### config.mk
export PLATFORM = sky130hd
export DESIGN_NAME = fifo_sync_flags
export DESIGN_NICKNAME = d
export VERILOG_FILES = /design/src/rtl/fifo_pkg.sv /design/src/rtl/fifo_mem.sv /design/src/rtl/fifo_sync_flags.sv
export SDC_FILE = /design/constraint.sdc
export NUM_CORES = 1
export LEC_CHECK = 0
export CAP_MARGIN = 10
export CORE_ASPECT_RATIO = 2
export CORE_UTILIZATION = 50
export CTS_CLUSTER_DIAMETER = 80
export DETAILED_ROUTE_END_ITERATION = 6
export MAX_ROUTING_LAYER = met4
export PLACE_DENSITY = 0.77
export SLEW_MARGIN = 30
export SYNTH_ARGS = -nofsm -noshare
export SYNTH_HDL_FRONTEND = slang
export SYNTH_SLANG_ARGS = --single-unit
### constraint.sdc
create_clock -name i_clk -period 10.43 [get_ports i_clk]
set_input_delay 1.5645 -clock i_clk [delete_from_list [all_inputs] [get_ports i_clk]]
set_output_delay 1.5645 -clock i_clk [all_outputs]
set_load 0.01 [all_outputs]
### src/rtl/fifo_pkg.sv
// Shared FIFO helpers.
// Used by every FIFO flavour in the core.
package fifo_pkg;

  function automatic int ptr_w(input int depth);
    return $clog2(depth) + 1;
  endfunction

endpackage

### src/rtl/fifo_mem.sv
// Simple dual-port storage for the FIFOs.
// Synchronous write, asynchronous read, no reset.
module fifo_mem
  import fifo_pkg::*;
#(
  parameter int WD    = 32,
  parameter int DEPTH = 8,
  localparam int AW   = ptr_w(DEPTH) - 1
) (
  input  logic          i_clk,
  input  logic          i_we,
  input  logic [AW-1:0] i_waddr,
  input  logic [WD-1:0] i_wdata,
  input  logic [AW-1:0] i_raddr,
  output logic [WD-1:0] o_rdata
);

  logic [WD-1:0] mem [DEPTH];

  always_ff @(posedge i_clk) begin
    if (i_we) mem[i_waddr] <= i_wdata;
  end

  assign o_rdata = mem[i_raddr];

endmodule

### src/rtl/fifo_sync_flags.sv
// Single-clock FIFO with occupancy, level flags and sticky errors.
// Read port is show-ahead or registered, chosen at elaboration.
module fifo_sync_flags
  import fifo_pkg::*;
#(
  parameter int WD     = 32,
  parameter int DEPTH  = 8,
  parameter int AF_LVL = 6,
  parameter int AE_LVL = 1,
  parameter bit FWFT   = 1'b1,
  localparam int PW    = ptr_w(DEPTH),
  localparam int AW    = PW - 1
) (
  input  logic          i_clk,
  input  logic          i_rst_n,
  input  logic          i_write_en,
  input  logic [WD-1:0] i_data,
  input  logic          i_read_en,
  output logic [WD-1:0] o_data,
  output logic          o_valid,
  output logic          o_full,
  output logic          o_empty,
  output logic          o_almost_full,
  output logic          o_almost_empty,
  output logic [PW-1:0] o_count,
  input  logic          i_clr_err,
  output logic          o_overflow,
  output logic          o_underflow
);

  if (DEPTH < 2 || (DEPTH & (DEPTH - 1)) != 0) begin : g_bad_depth
    $error("fifo_sync_flags: DEPTH must be a power of two >= 2");
  end
  if (AF_LVL < 1 || AF_LVL > DEPTH) begin : g_bad_af
    $error("fifo_sync_flags: AF_LVL out of range 1..DEPTH");
  end
  if (AE_LVL < 0 || AE_LVL > DEPTH - 1) begin : g_bad_ae
    $error("fifo_sync_flags: AE_LVL out of range 0..DEPTH-1");
  end

  localparam logic [PW-1:0] ONE_C   = PW'(1);
  localparam logic [PW-1:0] DEPTH_C = PW'(DEPTH);
  localparam logic [PW-1:0] AF_C    = PW'(AF_LVL);
  localparam logic [PW-1:0] AE_C    = PW'(AE_LVL);

  logic [PW-1:0] wr_q, wr_d, rd_q, rd_d;
  logic [PW-1:0] cnt_q, cnt_d;
  logic          empty_q, empty_d;
  logic          full_q, full_d;
  logic          af_q, af_d;
  logic          ae_q, ae_d;
  logic          ovf_q, ovf_d;
  logic          unf_q, unf_d;
  logic          push, pop;
  logic [WD-1:0] rdata;

  always_comb begin
    push  = i_write_en && !full_q;
    pop   = i_read_en && !empty_q;
    wr_d  = push ? wr_q + ONE_C : wr_q;
    rd_d  = pop ? rd_q + ONE_C : rd_q;
    cnt_d = cnt_q;
    unique case ({push, pop})
      2'b10:   cnt_d = cnt_q + ONE_C;
      2'b01:   cnt_d = cnt_q - ONE_C;
      default: cnt_d = cnt_q;
    endcase
    empty_d = (cnt_d == '0);
    full_d  = (cnt_d == DEPTH_C);
    af_d    = (cnt_d >= AF_C);
    ae_d    = (cnt_d <= AE_C);
    // a fresh error in the clear cycle must survive
    ovf_d   = (i_write_en && full_q) || (ovf_q && !i_clr_err);
    unf_d   = (i_read_en && empty_q) || (unf_q && !i_clr_err);
  end

  always_ff @(posedge i_clk or negedge i_rst_n) begin
    if (!i_rst_n) begin
      wr_q    <= '0;
      rd_q    <= '0;
      cnt_q   <= '0;
      empty_q <= 1'b1;
      full_q  <= 1'b0;
      af_q    <= 1'b0;
      ae_q    <= 1'b1;
      ovf_q   <= 1'b0;
      unf_q   <= 1'b0;
    end else begin
      wr_q    <= wr_d;
      rd_q    <= rd_d;
      cnt_q   <= cnt_d;
      empty_q <= empty_d;
      full_q  <= full_d;
      af_q    <= af_d;
      ae_q    <= ae_d;
      ovf_q   <= ovf_d;
      unf_q   <= unf_d;
    end
  end

  fifo_mem #(
    .WD    (WD),
    .DEPTH (DEPTH)
  ) u_mem (
    .i_clk   (i_clk),
    .i_we    (push),
    .i_waddr (wr_q[AW-1:0]),
    .i_wdata (i_data),
    .i_raddr (rd_q[AW-1:0]),
    .o_rdata (rdata)
  );

  if (FWFT) begin : g_fwft
    assign o_data  = rdata;
    assign o_valid = !empty_q;
  end else begin : g_reg
    logic [WD-1:0] data_q, data_d;
    logic          valid_q, valid_d;

    always_comb begin
      data_d  = data_q;
      valid_d = 1'b0;
      if (pop) begin
        data_d  = rdata;
        valid_d = 1'b1;
      end
    end

    always_ff @(posedge i_clk or negedge i_rst_n) begin
      if (!i_rst_n) begin
        data_q  <= '0;
        valid_q <= 1'b0;
      end else begin
        data_q  <= data_d;
        valid_q <= valid_d;
      end
    end

    assign o_data  = data_q;
    assign o_valid = valid_q;
  end

  assign o_full         = full_q;
  assign o_empty        = empty_q;
  assign o_almost_full  = af_q;
  assign o_almost_empty = ae_q;
  assign o_count        = cnt_q;
  assign o_overflow     = ovf_q;
  assign o_underflow    = unf_q;

endmodule

-- Word-level counts from Yosys, hierarchy flattened
Memory sizes are Yosys's and may differ from the RTL's.
Index checks and enable logic that the tools add are counted.
- bits in registers: 18
- RAM bits: 256
- memories kept: 1
- memories (memory ; words ; bits a word ; read ports ; clocked after Yosys merged registers in ; wr ports ; RTL line ; text):
    u_mem.mem ; 8 ; 32 ; 1 ; 0 ; 1 ; fifo_mem.sv:18 ; logic [WD-1:0] mem [DEPTH];
- add/subtract/negate cells: 4
- order comparisons: 2
- eq/ne operators: 3
- mux-type cells: 3
- reductions and logical operators: 12
- operator list (operator ; count):
    adder 4 x 1 -> 4 bit, second input constant ; 3
    one-hot mux 4 bit (2 select lines) ; 1
    logical AND 1 bit ; 6
    == test 4 bit, second input constant ; 1
    greater-or-equal comparator 4 x 3 -> 1 bit, second input constant ; 1
    less-or-equal comparator 4 x 1 -> 1 bit, second input constant ; 1
    logical NOT 4 bit ; 1
    subtractor 4 x 1 -> 4 bit, second input constant ; 1
    logical NOT 1 bit ; 3
    == test 2 x 1 -> 1 bit, second input constant ; 1
    == test 2 bit, second input constant ; 1
    logical OR 1 bit ; 2
    2-to-1 mux 1 bit ; 2

-- Depth between registers and ports, before layout
- word-level depth: 5
- mapped depth: 9
- mapped depth without buffers: 9

-- By module
A second synthesis with hierarchy kept.
- cell total of the unflattened synthesis: 448
- area total of the unflattened synthesis: 10587.7 µm²
- modules (own cells, without submodules) (module ; times used ; cells each ; area each (µm²)):
    fifo_mem ; 1 ; 383 ; 9825.7
    fifo_sync_flags ; 1 ; 65 ; 762.0

-- Least setup slack after synthesis
No wires, ideal clock.
- kind: in2reg
- from: input i_write_en
- to: memory u_mem.mem[0][0] (enable)
- setup time: 0.461 ns
- arrival: 4.254 ns
- data required time: 9.969 ns
- path slack: 5.715 ns
- cell stages on the path: 3
- path buffers: 0
- path through: nor2b_1 nand2b_1 nor3_1
- word-level cells in the longest chain between the ends: 3
- RTL lines (element ; RTL line ; text):
    start: declaration ; fifo_sync_flags.sv:16 ; input logic i_write_en,
    logical AND 1 bit ; fifo_sync_flags.sv:58 ; push = i_write_en && !full_q;
    2-to-1 mux 1 bit ; fifo_mem.sv:21 ; if (i_we) mem[i_waddr] <= i_wdata;
    2-to-1 mux 1 bit (implied by the code) ; fifo_mem.sv:21 ;
    end: declaration ; fifo_mem.sv:18 ;
No other way between the ends.

-- Worst setup path after layout
- from: register rd_q[0]
- to: output o_data[19]
- word-level cells in the longest chain between the ends: 1
- RTL lines (element ; RTL line ; text):
    start: declaration ; fifo_sync_flags.sv:46 ; logic [PW-1:0] wr_q, wr_d, rd_q, rd_d;
    start signal: assignment ; fifo_sync_flags.sv:90 ; rd_q <= rd_d;
    memory (8 x 32 bit) ; n/a ;
    end: declaration ; fifo_sync_flags.sv:19 ; output logic [WD-1:0] o_data,
No other way between the ends.

==> metrics <==
outcome=completed; HP Class=reg -> reg; Worst Max-Slew Pin Slew=approximately 750 ps; Vias=4846; Post-synth EDFFs=256; Clock Tree Buf Depth=3; CTS tree=built; Post-CTS Hold Fix Bufs=0; cell row count=75; clock-pin transition on the worst setup and hold timing paths=around 70 ps; Hold Path End=wr_q[2]; Synth Warn #=0; via density per instance=approximately 5.7; Peak VDD IR=178 uV; Post-CTS Setup Bufs=0; Pwr per Cell Area=roughly 280 nW/um^2; core area=20900 um^2; FILL cells=~1400; CTS Buf Count=22; Worst slew margin=approximately half; largest net degree at the start of global routing=55; number of global-route vias before repair=between 5000 and 6000; CTS sink count=between 200 and 300; routed len/inst=23.6 um; first-pass GRT wire length=approximately 30000 um; final WL=between 15000 and 20000 um; critical path arrival=between 3000 and 4000 ps; critical setup path kind=reg -> out; Max Slew Vio Count=0; FFs w/ async S/R, synth=under 10%; critical path's top delay family=buffers and inverters; 1st-iter DRT viols=between 200 and 300; clk_lat worst skew=520 ps; hold depth=1; H-tree level count=1; hold path start=wr_q[2]; Hold Worst Slack=about 500 ps; post-cts sizing count=0; Max FO, Critical Path=26; die height=between 200 and 250 um; initial antenna violation count=2; Cells after Synth=roughly 460; period utilization=47.2%; global route overflow=0; final RePlAce weighted congestion=between 0.7 and 0.8; placed inst area=approximately 12000 um^2; FF+latch count, synth=between 200 and 300; RSZ-0062 raised after global routing=no; LEAKAGE=roughly 4 nW; clock root buffer=clkbuf_16; syn_area_per_cell=roughly 23 um^2; critical path's slowest cell=dfrtp_4; ANT nets after route=0; Die W=between 100 and 150 um; gr usage total=roughly a fifth; Startpoint Class=flop; share of layout cells above drive strength 1=between 20% and 30%; drt first pass iters=5; Port Buffers=79; nets=roughly 600; setup TNS=0 ps; Syn Std Cell Area=between 10000 and 15000 um^2; R2R depth=8; dpl hpwl=between 10000 and 15000 um; R2R setup slack=~7700 ps; fmax=approximately 200 MHz; Final setup viols=0; crit-path cells=buf_4, buf_12, mux4_1, mux2_2, clkdlybuf4s50_1; final hold vios=0; fin crit period=about 5000 ps; Worst R2R End=o_empty; Unique masters post-synth=38; die area=between 20000 and 25000 um^2; clk_skew=around 22 ps; # DRC=0; slowest stage delay, CP=roughly 620 ps; Final Instance Area=12600 um^2; num ports=80; crit end category=output pin; syn_nets=503; most used flip-flop cell after synthesis=edfxtp_1; Max Cap Violations=0; worst reg2reg startpoint=o_empty; Worst Path Buf+Inv=3; sequential share of the synthesized area=about three quarters; CP required=slightly below 9000 ps; Initial Util=about half; P&R area growth vs syn=18.3%
==> cell usage after synthesis, types with 2 or more instances <==
library cell	count	area, um^2
mux4_2	36	811
a21oi_1	2	10.0
mux4_1	28	736
nor2b_1	2	12.5
buf_6	2	22.5
nand4_1	2	12.5
xnor2_1	5	43.8
nand2b_1	5	31.3
a211oi_1	2	15.0
inv_1	7	26.3
buf_12	4	80.1
edfxtp_1	256	7690
mux2_2	35	394
dfstp_2	2	52.6
clkbuf_1	5	18.8
xor2_1	4	35.0
ha_1	5	62.6
nand2_1	8	30.0
buf_2	4	20.0
buf_1	4	15.0
dfrtp_1	14	350
o21ai_0	3	15.0
nor3_1	3	15.0
nor2_1	9	33.8
==> state kept, by name, summed over array words and instances (netlist names) <==
name and flops:
o_count 4, o_almost_empty 1, wr_q 3, u_mem.mem 256
o_underflow 1, o_almost_full 1, o_full 1, o_empty 1
o_overflow 1, rd_q 3
==> cell families after synthesis <==
family,synth area share [%]
flip-flops,76.0
multiplexers,18.2
AND/OR/NAND/NOR,1.71
buffers and inverters,1.72
AO/OA/AOI/OAI,0.976
XOR/XNOR,0.741
adder cells (fa/ha/maj),0.588
==> worst max path at each step <==
stage / startpoint / slack (ps) / cells after the start / to
floorplan: i_write_en / 5710 / 3 / u_mem.mem[0][0]
global placement: rd_q[0] / 6000 / 4 / o_data[5]
detailed placement: rd_q[0] / 5950 / 4 / o_data[21]
CTS: rd_q[0] / 5330 / 4 / o_data[5]
global route: rd_q[0] / 5350 / 5 / o_data[19]
finish: rd_q[0] / 5510 / 5 / o_data[19]
==> area by class of cell <==
class,instances,area [um^2],area share [%]
tap,269,337,2.67
multi-input combinational,163,2420,19.2
clock inverter,10,211,1.68
sequential,272,8100,64.3
inverter,7,26.3,0.209
antenna,2,5.00,0.0398
timing repair buffer,90,886,7.04
clock buffer,30,602,4.78
==> power breakdown <==
part / internal, W / switching (W) / leakage (nW)
clock: 0.000559 / 0.000366 / 0.396
sequential: 0.00139 / 0.000119 / 2.51
combinational: 0.000627 / 0.000509 / 1.21
==> metal layers <==
layer	routed length [um]	GRT usage (%)
met1	7680	22.1
met3	683	2.76
met4	471	7.67
met2	11100	34.4
met5	0	-
==> layout by cell type, fill, tap and decap left out, types with 3 or more instances in the layout <==
cell and n:
buf_4 10, clkdlybuf4s50_1 79, nand2b_1 5, clkbuf_1 7, nand2_1 8, mux4_1 28
o21ai_0 3, xor2_1 4, ha_1 5, dfrtp_1 11, clkbuf_16 23, xnor2_1 5
mux4_2 36, bufinv_16 6, nor2_4 6, clkinv_2 3, edfxtp_1 256, nor2_1 3
mux2_2 35, inv_1 7
==> metrics by stage <==
stage               utilization [%]  cells  worst slack (ps)  power [W]
floorplan                         -    461              5710    0.00222
global placement               56.1    800              6000    0.00263
detailed placement             56.1    800              5950    0.00267
CTS                            60.0    840              5330    0.00360
global route                   60.2    843              5350    0.00372
finish                         60.2    843              5510    0.00357
==> worst register-to-register path: cells and delay by family (launching register included) <==
family	cells	cell delay (ps)
flops	1	390
simple gates	3	800
mux	1	320
compound gates	1	280
fa+ha+maj	2	700
xor+xnor	1	200
Note: power is estimated with default switching activity, not from simulation.
